## config.mk

```make
export PLATFORM = sky130hd
export DESIGN_NAME = fixed_point_engine
export DESIGN_NICKNAME = d
export VERILOG_FILES = /design/src/rtl/fixed_point_pkg.sv /design/src/rtl/fixed_point_sqrt_iter.sv /design/src/rtl/fixed_point_engine.sv
export SDC_FILE = /design/constraint.sdc
export NUM_CORES = 1
export LEC_CHECK = 0
export BUFFER_PORTS_ARGS = -buffer_cell sky130_fd_sc_hd__buf_2
export CORE_MARGIN = 10
export CORE_UTILIZATION = 33
export DETAILED_ROUTE_END_ITERATION = 10
export PLACE_DENSITY = 0.49
export SKIP_LAST_GASP = 1
export SLEW_MARGIN = 20
export SYNTH_ARGS = -nofsm -noshare
export SYNTH_HDL_FRONTEND = slang
export SYNTH_SLANG_ARGS = --single-unit
```

## constraint.sdc

```tcl
create_clock -name clk -period 5.81 [get_ports clk]
set_clock_uncertainty 0.15 [all_clocks]
set_input_delay 1.162 -clock clk [delete_from_list [all_inputs] [get_ports clk]]
set_output_delay 1.162 -clock clk [all_outputs]
set_load 0.01 [all_outputs]
```

## src/rtl/fixed_point_pkg.sv

```systemverilog
// Shared op codes, FSM encoding and derived constants for the fixed-point engine.
package fixed_point_pkg;

    localparam int unsigned OP_W = 2;

    typedef enum logic [OP_W-1:0] {
        FPU_ADD  = 2'b00,
        FPU_SUB  = 2'b01,
        FPU_MUL  = 2'b10,
        FPU_SQRT = 2'b11
    } fpu_op_e;

    typedef enum logic [1:0] {
        ST_IDLE = 2'b00,
        ST_MUL  = 2'b01,
        ST_SQRT = 2'b10,
        ST_DONE = 2'b11
    } fpu_state_e;

    // One root bit per iteration; the radicand A*2^FBITS has WIDTH+FBITS bits.
    function automatic int unsigned sqrt_iter_count(input int unsigned width,
                                                    input int unsigned fbits);
        return (width + fbits) / 2;
    endfunction

    function automatic logic [63:0] sat_max_val(input int unsigned width);
        return (64'd1 << (width - 1)) - 64'd1;
    endfunction

    function automatic logic [63:0] sat_min_val(input int unsigned width);
        return 64'd1 << (width - 1);
    endfunction

endpackage

```

## src/rtl/fixed_point_sqrt_iter.sv

```systemverilog
// One restoring square-root step: brings down two radicand bits, decides one root bit.
module fixed_point_sqrt_iter #(
    parameter int unsigned ITER = 21
) (
    input  logic [ITER:0]       ac,
    input  logic [2*ITER-1:0]   x,
    input  logic [ITER-1:0]     q,
    output logic [ITER:0]       ac_next,
    output logic [2*ITER-1:0]   x_next,
    output logic [ITER-1:0]     q_next
);

    localparam int unsigned RW = ITER + 1;
    localparam int unsigned TW = RW + 2;

    logic [TW-1:0] ac_shift;
    logic [TW-1:0] trial;
    logic [TW-1:0] diff;
    logic          take;

    // The remainder never exceeds 2*root, so RW bits hold it in both outcomes.
    always_comb begin
        ac_shift = {ac, x[2*ITER-1 -: 2]};
        trial    = {1'b0, q, 2'b01};
        diff     = ac_shift - trial;
        take     = (ac_shift >= trial);
        ac_next  = take ? RW'(diff) : RW'(ac_shift);
        x_next   = {x[2*ITER-3:0], 2'b00};
        q_next   = {q[ITER-2:0], take};
    end

endmodule

```

## src/rtl/fixed_point_engine.sv

```systemverilog
// Handshaked signed fixed-point ADD/SUB/MUL/SQRT unit with optional saturation.
module fixed_point_engine
    import fixed_point_pkg::*;
#(
    parameter int unsigned WIDTH    = 32,
    parameter int unsigned FBITS    = 10,
    parameter bit          SATURATE = 1'b1
) (
    input  logic             clk,
    input  logic             reset,
    input  logic             op_valid,
    output logic             op_ready,
    input  logic [1:0]       operation,
    input  logic [WIDTH-1:0] operand_1,
    input  logic [WIDTH-1:0] operand_2,
    output logic [WIDTH-1:0] result,
    output logic             result_valid,
    input  logic             result_ready,
    output logic             overflow,
    output logic             invalid
);

    localparam int unsigned ITER  = sqrt_iter_count(WIDTH, FBITS);
    localparam int unsigned PW    = 2 * WIDTH;
    localparam int unsigned RW    = ITER + 1;
    localparam int unsigned XW    = 2 * ITER;
    localparam int unsigned CNT_W = $clog2(WIDTH + 1);

    localparam logic [WIDTH-1:0] SAT_MAX     = WIDTH'(sat_max_val(WIDTH));
    localparam logic [WIDTH-1:0] SAT_MIN     = WIDTH'(sat_min_val(WIDTH));
    localparam logic [PW-1:0]    MAG_POS_LIM = PW'(SAT_MAX);
    localparam logic [PW-1:0]    MAG_NEG_LIM = PW'(SAT_MIN);
    localparam logic [CNT_W-1:0] MUL_LAST    = CNT_W'(WIDTH - 1);
    localparam logic [CNT_W-1:0] SQRT_LAST   = CNT_W'(ITER - 1);

    fpu_state_e       state_q, state_d;
    logic [CNT_W-1:0] cnt_q, cnt_d;
    logic             neg_q, neg_d;
    logic [PW-1:0]    mcand_q, mcand_d;
    logic [WIDTH-1:0] mplier_q, mplier_d;
    logic [PW-1:0]    prod_q, prod_d;
    logic [RW-1:0]    ac_q, ac_d;
    logic [XW-1:0]    x_q, x_d;
    logic [ITER-1:0]  root_q, root_d;
    logic [WIDTH-1:0] result_q, result_d;
    logic             result_valid_q, result_valid_d;
    logic             overflow_q, overflow_d;
    logic             invalid_q, invalid_d;
    logic             op_ready_q, op_ready_d;

    logic [RW-1:0]    ac_nx;
    logic [XW-1:0]    x_nx;
    logic [ITER-1:0]  root_nx;

    logic             is_sub;
    logic [WIDTH-1:0] b_eff;
    logic [WIDTH-1:0] sum;
    logic             add_ovf;
    logic [WIDTH-1:0] mag_a;
    logic [WIDTH-1:0] mag_b;
    logic [PW-1:0]    prod_step;
    logic [PW-1:0]    scaled;
    logic             mul_ovf;
    logic [WIDTH-1:0] mul_wrap;

    fixed_point_sqrt_iter #(
        .ITER (ITER)
    ) u_sqrt_iter (
        .ac      (ac_q),
        .x       (x_q),
        .q       (root_q),
        .ac_next (ac_nx),
        .x_next  (x_nx),
        .q_next  (root_nx)
    );

    // Add/sub straight from the inputs so the result lands on the accepting edge.
    always_comb begin
        is_sub  = (operation == FPU_SUB);
        b_eff   = is_sub ? ~operand_2 : operand_2;
        sum     = operand_1 + b_eff + WIDTH'(is_sub);
        add_ovf = (operand_1[WIDTH-1] == b_eff[WIDTH-1]) &&
                  (sum[WIDTH-1] != operand_1[WIDTH-1]);
        mag_a   = operand_1[WIDTH-1] ? -operand_1 : operand_1;
        mag_b   = operand_2[WIDTH-1] ? -operand_2 : operand_2;
    end

    // Shift-add step and final scaling; magnitude truncation rounds toward zero.
    always_comb begin
        prod_step = mplier_q[0] ? (prod_q + mcand_q) : prod_q;
        scaled    = prod_step >> FBITS;
        mul_ovf   = neg_q ? (scaled > MAG_NEG_LIM) : (scaled > MAG_POS_LIM);
        mul_wrap  = neg_q ? -scaled[WIDTH-1:0] : scaled[WIDTH-1:0];
    end

    always_comb begin
        state_d    = state_q;
        cnt_d      = cnt_q;
        neg_d      = neg_q;
        mcand_d    = mcand_q;
        mplier_d   = mplier_q;
        prod_d     = prod_q;
        ac_d       = ac_q;
        x_d        = x_q;
        root_d     = root_q;
        result_d   = result_q;
        overflow_d = overflow_q;
        invalid_d  = invalid_q;

        case (state_q)
            ST_IDLE: begin
                if (op_valid) begin
                    overflow_d = 1'b0;
                    invalid_d  = 1'b0;
                    cnt_d      = '0;
                    case (operation)
                        FPU_ADD, FPU_SUB: begin
                            overflow_d = add_ovf;
                            if (add_ovf && SATURATE) begin
                                result_d = operand_1[WIDTH-1] ? SAT_MIN : SAT_MAX;
                            end else begin
                                result_d = sum;
                            end
                            state_d = ST_DONE;
                        end
                        FPU_MUL: begin
                            mcand_d  = PW'(mag_a);
                            mplier_d = mag_b;
                            prod_d   = '0;
                            neg_d    = operand_1[WIDTH-1] ^ operand_2[WIDTH-1];
                            state_d  = ST_MUL;
                        end
                        default: begin
                            if (operand_1[WIDTH-1]) begin
                                result_d  = '0;
                                invalid_d = 1'b1;
                                state_d   = ST_DONE;
                            end else begin
                                ac_d    = '0;
                                root_d  = '0;
                                x_d     = XW'(operand_1) << FBITS;
                                state_d = ST_SQRT;
                            end
                        end
                    endcase
                end
            end
            ST_MUL: begin
                prod_d   = prod_step;
                mcand_d  = mcand_q << 1;
                mplier_d = mplier_q >> 1;
                cnt_d    = cnt_q + CNT_W'(1);
                if (cnt_q == MUL_LAST) begin
                    overflow_d = mul_ovf;
                    if (mul_ovf && SATURATE) begin
                        result_d = neg_q ? SAT_MIN : SAT_MAX;
                    end else begin
                        result_d = mul_wrap;
                    end
                    state_d = ST_DONE;
                end
            end
            ST_SQRT: begin
                ac_d   = ac_nx;
                x_d    = x_nx;
                root_d = root_nx;
                cnt_d  = cnt_q + CNT_W'(1);
                if (cnt_q == SQRT_LAST) begin
                    result_d = WIDTH'(root_nx);
                    state_d  = ST_DONE;
                end
            end
            default: begin
                if (result_ready) begin
                    state_d = ST_IDLE;
                end
            end
        endcase

        result_valid_d = (state_d == ST_DONE);
        op_ready_d     = (state_d == ST_IDLE);
    end

    always_ff @(posedge clk) begin
        if (reset) begin
            state_q        <= ST_IDLE;
            cnt_q          <= '0;
            neg_q          <= 1'b0;
            mcand_q        <= '0;
            mplier_q       <= '0;
            prod_q         <= '0;
            ac_q           <= '0;
            x_q            <= '0;
            root_q         <= '0;
            result_q       <= '0;
            result_valid_q <= 1'b0;
            overflow_q     <= 1'b0;
            invalid_q      <= 1'b0;
            op_ready_q     <= 1'b1;
        end else begin
            state_q        <= state_d;
            cnt_q          <= cnt_d;
            neg_q          <= neg_d;
            mcand_q        <= mcand_d;
            mplier_q       <= mplier_d;
            prod_q         <= prod_d;
            ac_q           <= ac_d;
            x_q            <= x_d;
            root_q         <= root_d;
            result_q       <= result_d;
            result_valid_q <= result_valid_d;
            overflow_q     <= overflow_d;
            invalid_q      <= invalid_d;
            op_ready_q     <= op_ready_d;
        end
    end

    assign op_ready     = op_ready_q;
    assign result       = result_q;
    assign result_valid = result_valid_q;
    assign overflow     = overflow_q;
    assign invalid      = invalid_q;

endmodule

```

After elaboration in Yosys (flattened, before gate mapping)
Cells that the tools add are included.
{"block": "totals", "register_bits": 290, "output_inout_bits": 36, "in_bits": 70, "elab_cells": 118}
{"block": "classes", "n_reduce_logical": 19, "mux": 53, "bitwise_logic": 2, "n_eq_ne": 18, "add_sub_neg": 8, "magnitude_cmp": 3}
{"operator": "$mux 32", "n": 14}
{"operator": "$mux 64", "n": 5}
{"operator": "$pmux 64 s2", "n": 2}
{"operator": "$pmux 32 s2", "n": 2}
{"operator": "$mux 42", "n": 3}
{"operator": "$neg 32->32", "n": 3}
{"operator": "$pmux 32 s3", "n": 1}
{"operator": "$mux 22", "n": 4}
{"operator": "$pmux 42 s2", "n": 1}
{"operator": "$add 64x64->64", "n": 1}
{"operator": "$mux 21", "n": 3}
{"operator": "$gt 54x31->1 const B", "n": 1}
{"operator": "$gt 54x32->1 const B", "n": 1}
{"operator": "$pmux 22 s2", "n": 1}
{"operator": "$pmux 21 s2", "n": 1}
{"operator": "$add 32x1->32", "n": 1}
{"operator": "$add 32x32->32", "n": 1}
{"operator": "$not 32->32", "n": 1}
{"operator": "$ge 24x23->1", "n": 1}
{"operator": "$sub 22x22->22", "n": 1}
{"operator": "$ne 2x2->1 const B", "n": 7}
{"operator": "$eq 6x5->1 const B", "n": 2}
{"operator": "$pmux 6 s2", "n": 1}
{"operator": "$reduce_and 3->1", "n": 3}
{"operator": "23 further kinds", "n": 42}

Longest topological paths before layout
{"block": "depth", "word_depth": 10, "depth_mapped": 20, "mapped_depth_nobuf": 18}

By module
Synthesis repeated with hierarchy kept, for this count alone.
{"block": "hier_totals", "hier_cells": 3183, "area_unflattened_um2": 23112.2}
{"module": "fixed_point_engine", "seq_area_each_um2": 5805.6, "n_inst": 1, "cells_per_inst": 2876, "area_per_inst_um2": 20892.5}
{"module": "fixed_point_sqrt_iter", "seq_area_each_um2": 0.0, "n_inst": 1, "cells_per_inst": 307, "area_per_inst_um2": 2219.6}

Worst setup path after synthesis
No wires, ideal clock.
{"block": "synth_path", "path_type": "input port to flip-flop", "start": "input port operation[1]", "end": "register result_q[24], in the netlist result[24]", "arrival_time_ps": 5019, "stages": 18, "n_path_buf": 2, "setup_time_ps": 120, "path_slack_ps": 521, "path_cell_list": "nand2b_1 -> clkbuf_1 -> clkbuf_1 -> xnor2_1 -> ha_1 -> a21oi_1 -> inv_1 -> or3_1 -> o211ai_1 -> a21oi_1 -> o41ai_1 -> a21oi_1 -> a211o_1 -> a21o_1 -> a21oi_1 -> xnor2_1 -> o21a_1 -> o31a_1"}
{"block": "synth_via", "elab_chain_len": 10, "word_cells_on_any_way": 17, "classes_between": "add/sub (2); eq/ne (6); mux (5); reduce/logical (4)"}
{"element": "start: declaration", "line": "fixed_point_engine.sv:13", "source": "input logic [1:0] operation,"}
{"element": "$eq 2x1->1", "line": "fixed_point_engine.sv:79, fixed_point_engine.sv:116"}
{"element": "$mux 32", "line": "fixed_point_engine.sv:80", "source": "b_eff = is_sub ? ~operand_2 : operand_2;"}
{"element": "$add 32x32->32", "line": "fixed_point_engine.sv:81", "source": "sum = operand_1 + b_eff + WIDTH'(is_sub);"}
{"element": "$add 32x1->32", "line": "fixed_point_engine.sv:81"}
{"element": "$ne 1x1->1", "line": "fixed_point_engine.sv:83", "source": "(sum[WIDTH-1] != operand_1[WIDTH-1]);"}
{"element": "$logic_and 1x1->1", "line": "fixed_point_engine.sv:82", "source": "add_ovf = (operand_1[WIDTH-1] == b_eff[WIDTH-1]) &&"}
{"element": "$mux 32", "line": "fixed_point_engine.sv:119", "source": "if (add_ovf && SATURATE) begin"}
{"element": "$pmux 32 s2", "line": "fixed_point_engine.sv:116", "source": "case (operation)"}
{"element": "$mux 32", "line": "fixed_point_engine.sv:112", "source": "if (op_valid) begin"}
{"element": "$pmux 32 s3", "line": "fixed_point_engine.sv:110", "source": "case (state_q)"}
{"element": "end signal: assignment", "line": "fixed_point_engine.sv:210", "source": "result_q <= result_d;"}
{"element": "end: declaration", "line": "fixed_point_engine.sv:45", "source": "logic [WIDTH-1:0] result_q, result_d;"}
Parallel ways exist; a longest one is shown, timed or not. The select of a mux whose other input is x is not followed.
A chain may end at the register's enable or synchronous reset.

Worst setup path in the final report
{"block": "layout_path", "start": "register mcand_q[9]", "end": "register result_q[7], in the netlist result[7]"}
{"block": "layout_via", "elab_chain_len": 7, "word_cells_on_any_way": 10, "classes_between": "add/sub (2); order compare (2); mux (6)"}
{"element": "start: declaration", "line": "fixed_point_engine.sv:39", "source": "logic [PW-1:0] mcand_q, mcand_d;"}
{"element": "start signal: assignment", "line": "fixed_point_engine.sv:204", "source": "mcand_q <= mcand_d;"}
{"element": "$add 64x64->64 *", "line": "fixed_point_engine.sv:90", "source": "prod_step = mplier_q[0] ? (prod_q + mcand_q) : prod_q;"}
{"element": "$mux 64 *", "line": "fixed_point_engine.sv:90"}
{"element": "$gt 54x31->1, or another cell as far along", "line": "fixed_point_engine.sv:92", "source": "mul_ovf = neg_q ? (scaled > MAG_NEG_LIM) : (scaled > MAG_POS_LIM);"}
{"element": "$mux 1 / $mux 32 (equally long branches)", "line": "fixed_point_engine.sv:92, fixed_point_engine.sv:93"}
{"element": "$mux 32 *", "line": "fixed_point_engine.sv:155", "source": "if (mul_ovf && SATURATE) begin"}
{"element": "$mux 32 *", "line": "fixed_point_engine.sv:153", "source": "if (cnt_q == MUL_LAST) begin"}
{"element": "$pmux 32 s3 *", "line": "fixed_point_engine.sv:110"}
Every way passes the cells marked *; elsewhere a longest branch is shown, timed or not. The select of a mux whose other input is x is not followed.

==> run summary <==
Vias in the first global route = 20933
Vias = 22154
PD cells = 359 mW/mm^2
Dominant synthesized flop cell = dfxtp_1
Fmax = 183 MHz
Largest net degree at the start of global routing = 96
CTS sink cnt = 280
Reg clk slew, reported paths = 60 ps
Max_slew headroom = 0.266
Wire length per cell = 21.1 microns
RSZ-0062 raised after global routing = no
Synth Area in Compound Gates = 0.294
Post-Route WL = 81500 microns
Worst min-delay path category = reg -> reg
Post-synth top area share = 0.256
P_int = 5.01 mW
Final cycle utilization of the critical path = 0.938
Synth Area per Inst = 7.39 sq um
Worst hold path depth = 2
Die area = 0.0771 sq mm
Netlist cell types = 96
Core Footprint = 0.0659 sq mm
Slowest stage cell, crit path = nor4_1
Post-synthesis simple-gate area fraction = 0.216
Fin. max-slew vios = 0
XOR/XNOR Fraction of Synth Area = 0.0787
I/O Buffers = 105
Post-synth ARST share = 0
Adder-cell share of the synthesized area = 0.0737
GP Congestion = 0.928
TritonCTS clock tree = yes
Crit path max fanout = 27
Initial Utilization = 0.333
Dpl cells = 3794
Area contributors post-synth = dfxtp_1 (26%), ha_1 (7.2%), a21oi_1 (7.1%)
H-tree depth = 2
Non-filler instance count after layout = 3865
Pre-antenna DRT Iters = 5
Layout cells sized above 1 = 0.110
Kind of cell adding the most delay to the critical path = simple AND/OR/NAND/NOR gates
Clock Root Buffer = clkbuf_16
Clock Tree Buf Depth = 3
Die Span Y = 278 microns
Hold path startpoint = mplier_q[12]
First-pass GRT wire length = 126000 microns
Routed Antenna Nets = 0
DP Wirelength = 61100 microns
Num ports = 106
Setup Buffers After CTS = 0
Critical path endpoint category = register
Vias per Instance = 5.73
Actual slew at the worst max-slew pin = 1100 ps
Reg2reg setup slack = 360 ps
Antenna violations before repair = 3
Post-Syn Nets = 3166
Cells after synthesis = 2968
Post-synth EDFFs = 0
Switch share = 0.432
GRT Util Overall = 0.202
Seq cells post-synth = 280
Final worst path period need = 5450 ps
Hold Path Sink = mplier_q[12]
Final Hold Vio Count = 0
Peak supply drop = 0.000244 V
Net switching power = 3.82 mW
# DRC = 0
Worst-Skew Late Latency = 590 ps
Slowest Stage Delay on Critical Path = 620 ps
Worst r2r src = mcand_q[9]
Clock network power share = 0.287
Mapped cell area = 0.0219 sq mm
Critical Path RT = 6070 ps
Critical path arrival = 5710 ps
Cell Chain, Critical Path = ha_1 > nand4_1 > nor3_1 > o211ai_1 > a21oi_1 > o311ai_0 > nor4_1 > nand4_1 > or4b_4 > o31a_1 > or3_1 > buf_4 > o211ai_1 > a311oi_1
Status = finished clean
Fin util = 0.373
Mux share of post-synthesis cell area = 0.0301
Area growth, synth to finish = 12.2%
Sequential share of the synthesized area = 0.256
Leak = 9.19 nW
Final Net Count = 3169
Die Wd = 278 microns
Synth area leader = dfxtp_1
Row count = 94
Setup TNS = 0 ps
# setup viols final = 0
FF-to-FF End = result[7]
Setup CP Type = reg -> reg
Yosys Warn Count = 0
CP Buf/Inv Count = 1
Worst Hold Margin = 299 ps
Worst reg-to-reg path cell count = 14
Largest family of logic cells by synthesized area = compound AO/OA/AOI/OAI gates
DRT iter0 DRCs = 1603
Remaining Overflow, GRT = 0
Seq pwr share = 0.271
Crit start category = register
Critical path depth = 14
Num CTS Buffers = 39
Combinational group share of total power = 0.442
Max-cap violations = 0
through the flow:
step                area [sq um]  total power, mW  setup WS [ps]
finish                     24600             8.83            360
global route               24600             9.37           44.6
floorplan                  21900             5.12            521
CTS                        24500             8.87            184
detailed placement         23200             6.29           75.9
global placement           23200             6.27            119
worst reg2reg max path, delay by kind of cell (launching register included):
kind	cells	cell delay [ps]
AND/OR/NAND/NOR	6	2490
adder cells (fa/ha/maj)	1	460
flip-flops	1	360
buffers and inverters	1	270
AO/OA/AOI/OAI	6	1580
power groups by stage:
stage / clock (mW) / combinational, mW / sequential [mW]
after global placement: 0 / 3.84 / 2.43
after floorplan: 0 / 2.76 / 2.36
after CTS: 2.61 / 3.88 / 2.39
final: 2.53 / 3.90 / 2.40
after global routing: 2.68 / 4.27 / 2.42
after detailed placement: 0 / 3.86 / 2.43
layout make-up:
cell class / count / area [sq um]
inverter: 82 / 308
clock buffer: 53 / 1120
tap: 864 / 1080
antenna: 1 / 2.50
clock inverter: 17 / 223
fill: 6939 / 41300
sequential: 280 / 5610
timing repair buffer: 161 / 968
multi-input combinational: 2407 / 15300
repair_timing:
item                       CTS  global route
resized for setup            0             7
setup endpoints to repair    0            29
hold buffers                 0             0
how the worst max path moves through the flow:
stage	startpoint	to	slack, ps
floorplan	operation[1]	result[24]	520
global placement	operation[1]	result[0]	120
detailed placement	operation[1]	result[0]	80
CTS	mcand_q[0]	result[7]	180
global route	mcand_q[0]	result[1]	40
finish	mcand_q[9]	result[7]	360
logic make-up (layout without fill, tap and decap cells):
| group | Yosys count | in the layout |
|---|---|---|
| AOI/OAI and AO/OA | 973 | 973 |
| xor gates and xnor gates | 197 | 197 |
| adders and majority gates | 128 | 128 |
| buffers and inverters | 281 | 313 |
| DFF | 280 | 280 |
| muxes | 63 | 63 |
| other | 0 | 1 |
| and+or+nand+nor | 1046 | 1046 |
Yosys cell counts (all sizes together) (7+ instances only):
library cell	count
o21a	22
nand4	45
mux2	23
o21bai	24
nor3	42
mux2i	40
and4	7
nor4	24
dfxtp	280
nor2b	18
or3	17
a311oi	30
nand2	405
buf	40
xor2	83
a211oi	51
o211ai	50
o41ai	16
nand3	96
a31oi	15
a21boi	12
and2	9
ha	126
a31o	8
and3	13
or2	11
a21oi	313
nand2b	33
o31a	7
nor2	294
o31ai	32
or4	15
a22oi	72
o21ai	195
inv	80
a21o	48
a2111oi	7
xnor2	114
clkbuf	159
a221oi	11
sequential cells by signal (all words and copies together) (netlist names):
name / flops
overflow: 1
state_q: 2
ac_q: 22
mcand_q: 64
neg_q: 1
x_q: 32
root_q: 21
cnt_q: 6
result: 32
result_valid: 1
op_ready: 1
mplier_q: 32
invalid: 1
prod_q: 64
routing by layer:
| layer | share of wire | GRT usage | vias to the layer above |
|---|---|---|---|
| met5 | 0.00017 | 0 | - |
| met4 | 0.025 | 0.0534 | 4 |
| met3 | 0.058 | 0.0342 | 109 |
| met2 | 0.44 | 0.312 | 596 |
| met1 | 0.48 | 0.285 | 10672 |
| li1 | - | - | 10773 |
cell usage in the layout, fill, tap and decap left out, drive strengths merged, types with 15 or more instances in the layout:
cell / count
xor2: 83
o211ai: 50
nor2: 294
clkbuf: 53
o21ai: 195
a22oi: 72
nor2b: 18
mux2i: 40
o31ai: 32
nand2b: 33
nand2: 405
or3: 17
a311oi: 30
ha: 126
buf: 161
nor3: 42
mux2: 23
o21a: 22
nand4: 45
o41ai: 16
o21bai: 24
a211oi: 51
xnor2: 114
a21oi: 313
or4: 15
a31oi: 15
a21o: 48
dfxtp: 280
nor4: 24
nand3: 96
inv: 80
Power figures use the tool's default switching activity.
